--- src/rtl/status_msg_scheduler.sv ---
// Status/event message scheduler: latches event rises, arbitrates by fixed
// priority, shows each message for HOLD_CYCLES, then a blank GAP_CYCLES gap.
module status_msg_scheduler #(
  parameter int unsigned HOLD_CYCLES = 50_000_000,
  parameter int unsigned GAP_CYCLES  = 5_000_000,
  parameter int unsigned BEEP_CYCLES = 12_500_000,
  parameter int unsigned CNT_W       = 26
) (
  input  logic       clk_50MHz,
  input  logic       reset,
  input  logic       reset_button,
  input  logic       on,
  input  logic       off,
  input  logic       err,
  input  logic       open,
  input  logic       buzz,
  output logic [2:0] msg_code,
  output logic       msg_valid,
  output logic [4:0] grant,
  output logic       buzzer_en,
  output logic       busy
);

  typedef enum logic [1:0] {IDLE, SHOW, GAP} state_t;

  localparam logic [2:0] CODE_ERR  = 3'd3;
  localparam logic [2:0] CODE_BUZZ = 3'd5;

  state_t           r_state, w_state_nx;
  logic [4:0]       r_prev, r_pend, w_pend_nx, w_ev, w_rise, w_sel, w_grant_nx;
  logic [CNT_W-1:0] r_cnt, w_cnt_nx, r_bcnt, w_bcnt_nx;
  logic [2:0]       r_code, w_code_nx, w_sel_code;
  logic             r_valid, w_valid_nx, r_buzz, w_buzz_nx, r_arm, w_load;
  logic [4:0]       r_grant;

  assign w_ev = {buzz, open, err, off, on};

  // r_arm masks the first post-reset cycle so levels held through reset
  // are sampled into r_prev instead of being seen as rises.
  assign w_rise = r_arm ? (w_ev & ~r_prev) : '0;

  always_comb begin
    w_sel      = '0;
    w_sel_code = '0;
    if (r_pend[2]) begin
      w_sel = 5'b00100; w_sel_code = 3'd3;
    end else if (r_pend[3]) begin
      w_sel = 5'b01000; w_sel_code = 3'd4;
    end else if (r_pend[4]) begin
      w_sel = 5'b10000; w_sel_code = 3'd5;
    end else if (r_pend[0]) begin
      w_sel = 5'b00001; w_sel_code = 3'd1;
    end else if (r_pend[1]) begin
      w_sel = 5'b00010; w_sel_code = 3'd2;
    end
  end

  always_comb begin
    w_state_nx = r_state;
    w_cnt_nx   = r_cnt;
    w_bcnt_nx  = r_bcnt;
    w_pend_nx  = r_pend | w_rise;
    w_code_nx  = r_code;
    w_valid_nx = r_valid;
    w_grant_nx = '0;
    w_buzz_nx  = r_buzz;
    w_load     = 1'b0;

    case (r_state)
      IDLE: w_load = (r_pend != '0);
      SHOW: begin
        if (r_pend[2] && (r_code != CODE_ERR)) begin
          w_load = 1'b1;
        end else if (r_cnt == CNT_W'(HOLD_CYCLES - 1)) begin
          w_state_nx = GAP;
          w_cnt_nx   = '0;
          w_code_nx  = '0;
          w_valid_nx = 1'b0;
          w_buzz_nx  = 1'b0;
        end else begin
          w_cnt_nx = r_cnt + 1'b1;
          if (r_code == CODE_ERR) begin
            if (r_bcnt == CNT_W'(BEEP_CYCLES - 1)) begin
              w_bcnt_nx = '0;
              w_buzz_nx = ~r_buzz;
            end else begin
              w_bcnt_nx = r_bcnt + 1'b1;
            end
          end
        end
      end
      GAP: begin
        if (r_cnt == CNT_W'(GAP_CYCLES - 1)) begin
          w_state_nx = IDLE;
          w_cnt_nx   = '0;
        end else begin
          w_cnt_nx = r_cnt + 1'b1;
        end
      end
      default: w_state_nx = IDLE;
    endcase

    // A rise of the granted event in the same cycle re-arms it.
    if (w_load) begin
      w_state_nx = SHOW;
      w_pend_nx  = (r_pend & ~w_sel) | w_rise;
      w_code_nx  = w_sel_code;
      w_valid_nx = 1'b1;
      w_grant_nx = w_sel;
      w_cnt_nx   = '0;
      w_bcnt_nx  = '0;
      w_buzz_nx  = (w_sel_code == CODE_ERR) || (w_sel_code == CODE_BUZZ);
    end

    if (reset_button) begin
      w_state_nx = IDLE;
      w_pend_nx  = '0;
      w_code_nx  = '0;
      w_valid_nx = 1'b0;
      w_grant_nx = '0;
      w_buzz_nx  = 1'b0;
      w_cnt_nx   = '0;
      w_bcnt_nx  = '0;
    end
  end

  always_ff @(posedge clk_50MHz) begin
    if (reset) begin
      r_state <= IDLE;
      r_prev  <= '0;
      r_pend  <= '0;
      r_cnt   <= '0;
      r_bcnt  <= '0;
      r_code  <= '0;
      r_valid <= 1'b0;
      r_grant <= '0;
      r_buzz  <= 1'b0;
      r_arm   <= 1'b0;
    end else begin
      r_state <= w_state_nx;
      r_prev  <= w_ev;
      r_pend  <= w_pend_nx;
      r_cnt   <= w_cnt_nx;
      r_bcnt  <= w_bcnt_nx;
      r_code  <= w_code_nx;
      r_valid <= w_valid_nx;
      r_grant <= w_grant_nx;
      r_buzz  <= w_buzz_nx;
      r_arm   <= 1'b1;
    end
  end

  assign msg_code  = r_code;
  assign msg_valid = r_valid;
  assign grant     = r_grant;
  assign buzzer_en = r_buzz;
  assign busy      = (r_state != IDLE);

endmodule

--- config.mk ---
export PLATFORM = sky130hd
export DESIGN_NAME = status_msg_scheduler
export DESIGN_NICKNAME = d
export VERILOG_FILES = /design/src/rtl/status_msg_scheduler.sv
export SDC_FILE = /design/constraint.sdc
export NUM_CORES = 1
export LEC_CHECK = 0
export ABC_AREA = 1
export CORE_ASPECT_RATIO = 0.8
export CORE_MARGIN = 8
export CORE_UTILIZATION = 40
export DETAILED_ROUTE_END_ITERATION = 8
export GPL_TIMING_DRIVEN = 0
export PLACE_DENSITY = 0.67
export SYNTH_ARGS = -nofsm -noshare
export SYNTH_HDL_FRONTEND = slang
export SYNTH_SLANG_ARGS = --single-unit
--- constraint.sdc ---
create_clock -name clk_50MHz -period 2.23 [get_ports clk_50MHz]
set_input_delay 0.3345 -clock clk_50MHz [delete_from_list [all_inputs] [get_ports clk_50MHz]]
set_output_delay 0.3345 -clock clk_50MHz [all_outputs]
set_load 0.01 [all_outputs]
==> run summary <==
CTS Buffer Depth -> 2
Post-synthesis cell type count -> 31
Port buffer count -> 18
Mapped cell area -> 4200 um^2
CP Max Fanout -> 10
Crit path required time -> 2.50 ns
Die Ht -> 108 um
Setup-failing EPs final -> 0
RR Startpoint -> r_cnt[0]
Worst Hold Launch -> r_prev[2]
Total power -> 3.06 mW
Syn avg cell area -> 6.33 um^2
Hold path cells -> 1
RSZ-0062 raised after global routing -> false
Top cells by area, synth -> dfxtp_1, nand2_1, nor2_1
Initial core utilization -> 41.0%
Largest net degree at the start of global routing -> 15
WP buf/inv -> 4
Fill cells -> 1098
Post-synth ARST share -> 0%
Status -> finished, final reports clean
P&R area growth vs syn -> 16.1%
Sw power -> 0.705 mW
Gr usage total -> 15.9%
Core Region -> 10200 um^2
Critical path's slowest cell -> clkdlybuf4s50_1
Multi-input logic area -> 2260 um^2
Worst skew pair latency -> 0.34 ns
Hold buffers post-CTS -> 0
Residual DRC -> 0
Synth Instances -> 664
WP data arrival -> 2.23 ns
Root Buffer -> clkbuf_16
Yosys top cell by area -> dfxtp_1
Via Count -> 4175
Sequential fraction of the synthesis area -> 35.7%
Worst IR Drop VDD -> 0.329 mV
Main synth FF type -> dfxtp_1
# diodes -> 0
Leak pwr -> 1.81 nW
Crit path capture type -> register
First-pass GRT wire length -> 18100 um
Placer congestion estimate -> 0.921
Critical path origin -> reset
Cts repair resizes -> 0
Die area -> 14100 um^2
Comb pwr share -> 5.2%
Switching Share -> 23.1%
CTS clk-pin slew, worst paths -> 0.06 ns
Post-DP HPWL -> 7960 um
Post-synth net total -> 674
Die W -> 131 um
Placed cells -> 822
Slew Limit Fails -> 0
Vias per cell -> 4.98
Non-filler cells, final -> 838
Setup Fix Bufs, Post-CTS -> 0
MaxCap Viol Count -> 0
Max_slew headroom -> 74.9%
Hold Fails Final Rpt -> 0
Synth warnings -> 0
Initial antenna violation count -> 0
FP Rows -> 33
Reg-to-reg critical path endpoint -> r_cnt[3]
CP peak stage delay -> 0.53 ns
Least-Margin Pin Slew -> 0.374 ns
Nets@finish -> 703
Pwr dens -> 627 nW/um^2
Routed len/inst -> 12.5 um
CP cell instances -> clkdlybuf4s50_1, nor2_2, inv_1, nor2_4, buf_6, nand2_4, inv_2, nand2_1, nor2_1
Int Pwr -> 2.35 mW
CTS tree -> done
Iter 0 DRT Violations -> 336
Layout cell share with drive strength beyond 1 -> 8.17%
Highest Clock Rate -> 0.509 GHz
CTS H-tree depth -> 3
CP startpoint kind -> primary input
Kind of critical path -> in2reg
Hold crit path type -> reg2reg
Post-synth EDFFs -> 0
CTS sink cnt -> 75
Register area -> 1500 um^2
GRT overflow -> 0
Drt pass-1 iters -> 7
Hold Path End -> r_pend[2]
Most numerous cell in the Yosys netlist -> nand2_1
Clk network pwr share -> 50.4%
Final Cycle Share -> 88.0%
Fin crit period -> 1.96 ns
Post-synthesis register bit count -> 75
Top cells by count, synth -> nand2_1, nor2_1, inv_1, dfxtp_1, nand3_1
CP top delay family -> buffers and inverters
Post-Route Skew -> 0.0108 ns
Routed Antenna Nets -> 0
Sequential group share of total power -> 44.5%
Worst R2R Setup Slack -> 0.30 ns
Reg2Reg Depth -> 11
Number of global-route vias before repair -> 3943
Total Routed Length -> 10500 um
Top Ports -> 19
CTS Buf Count -> 9
Post-synth top area share -> 35.7%
how the worst max path moves through the flow:
stage                 endpoint  slack [ns]  cells after the start
detailed placement  r_bcnt[21]       -0.06                      9
global placement     r_bcnt[3]       -0.03                      9
floorplan           r_bcnt[25]        0.64                     12
finish              r_bcnt[17]        0.27                      9
CTS                   r_cnt[3]        0.28                     11
global route         r_bcnt[8]        0.09                      9
layout make-up:
type / instances / share of cell area (%)
plain buffers: 11 / 1.87
inverters: 92 / 7.08
clock buffers: 11 / 5.18
repair buffers: 18 / 3.70
clock inverters: 5 / 1.39
multi-input cells: 486 / 46.4
flip-flops and latches: 75 / 30.8
well taps: 140 / 3.59
layout by cell type, fill, tap and decap left out, types with 3 or more instances in the layout:
cell / count
nor2_1: 125
clkbuf_16: 9
nor2_2: 6
dfxtp_1: 75
nand3_2: 3
buf_2: 4
a21oi_1: 31
buf_6: 5
nor3_1: 18
nand2_1: 165
nor2_4: 3
nand3_1: 60
nand4_1: 15
nand2_2: 7
inv_2: 5
clkdlybuf4s50_1: 18
inv_1: 87
o21ai_0: 19
nor4_1: 4
xor2_1: 13
metal layers:
metal / global-route usage (%) / share of wire, % / up-vias
li1: - / - / 2165
met1: 20.6 / 48 / 1871
met2: 25.5 / 44 / 122
met3: 4.21 / 6.2 / 17
met4: 4.42 / 1.5 / 0
met5: 0 / 0 / -
metrics by stage:
| stage | hold WS (ns) | util (%) | worst slack, ns | setup TNS (ns) | cell area [um^2] |
|---|---|---|---|---|---|
| floorplan | 0.391 | - | 0.638 | 0 | 4200 |
| global placement | 0.406 | 44.5 | -0.0328 | -0.171 | 4560 |
| detailed placement | 0.413 | 44.5 | -0.0589 | -0.356 | 4560 |
| CTS | 0.424 | 47.6 | 0.277 | 0 | 4880 |
| global route | 0.467 | 47.6 | 0.0899 | 0 | 4880 |
| finish | 0.430 | 47.6 | 0.267 | 0 | 4880 |
power groups by stage:
stage          logic, mW  registers, mW  clock network [mW]
6_report           0.158           1.36                1.54
4_1_cts            0.158           1.36                1.58
2_1_floorplan      0.101           1.39                   0
3_5_place_dp       0.157           1.39                   0
5_1_grt            0.175           1.36                1.63
3_3_place_gp       0.156           1.39                   0
cells by family after synthesis:
family | count (synthesis) | synth area share, %
adder cells (fa/ha/maj) | 2 | 0.596
AO/OA/AOI/OAI | 56 | 6.97
multiplexers | 1 | 0.238
XOR/XNOR | 13 | 2.71
flip-flops | 75 | 35.7
buffers and inverters | 103 | 10.4
AND/OR/NAND/NOR | 414 | 43.3
sequential cells by signal, summed over array words and instances (netlist names):
name / flops
buzzer_en: 1
grant: 5
msg_code: 3
msg_valid: 1
r_arm: 1
r_bcnt: 26
r_cnt: 26
r_pend: 5
r_prev: 5
r_state: 2
No activity file was read; power rests on OpenSTA's default activity.
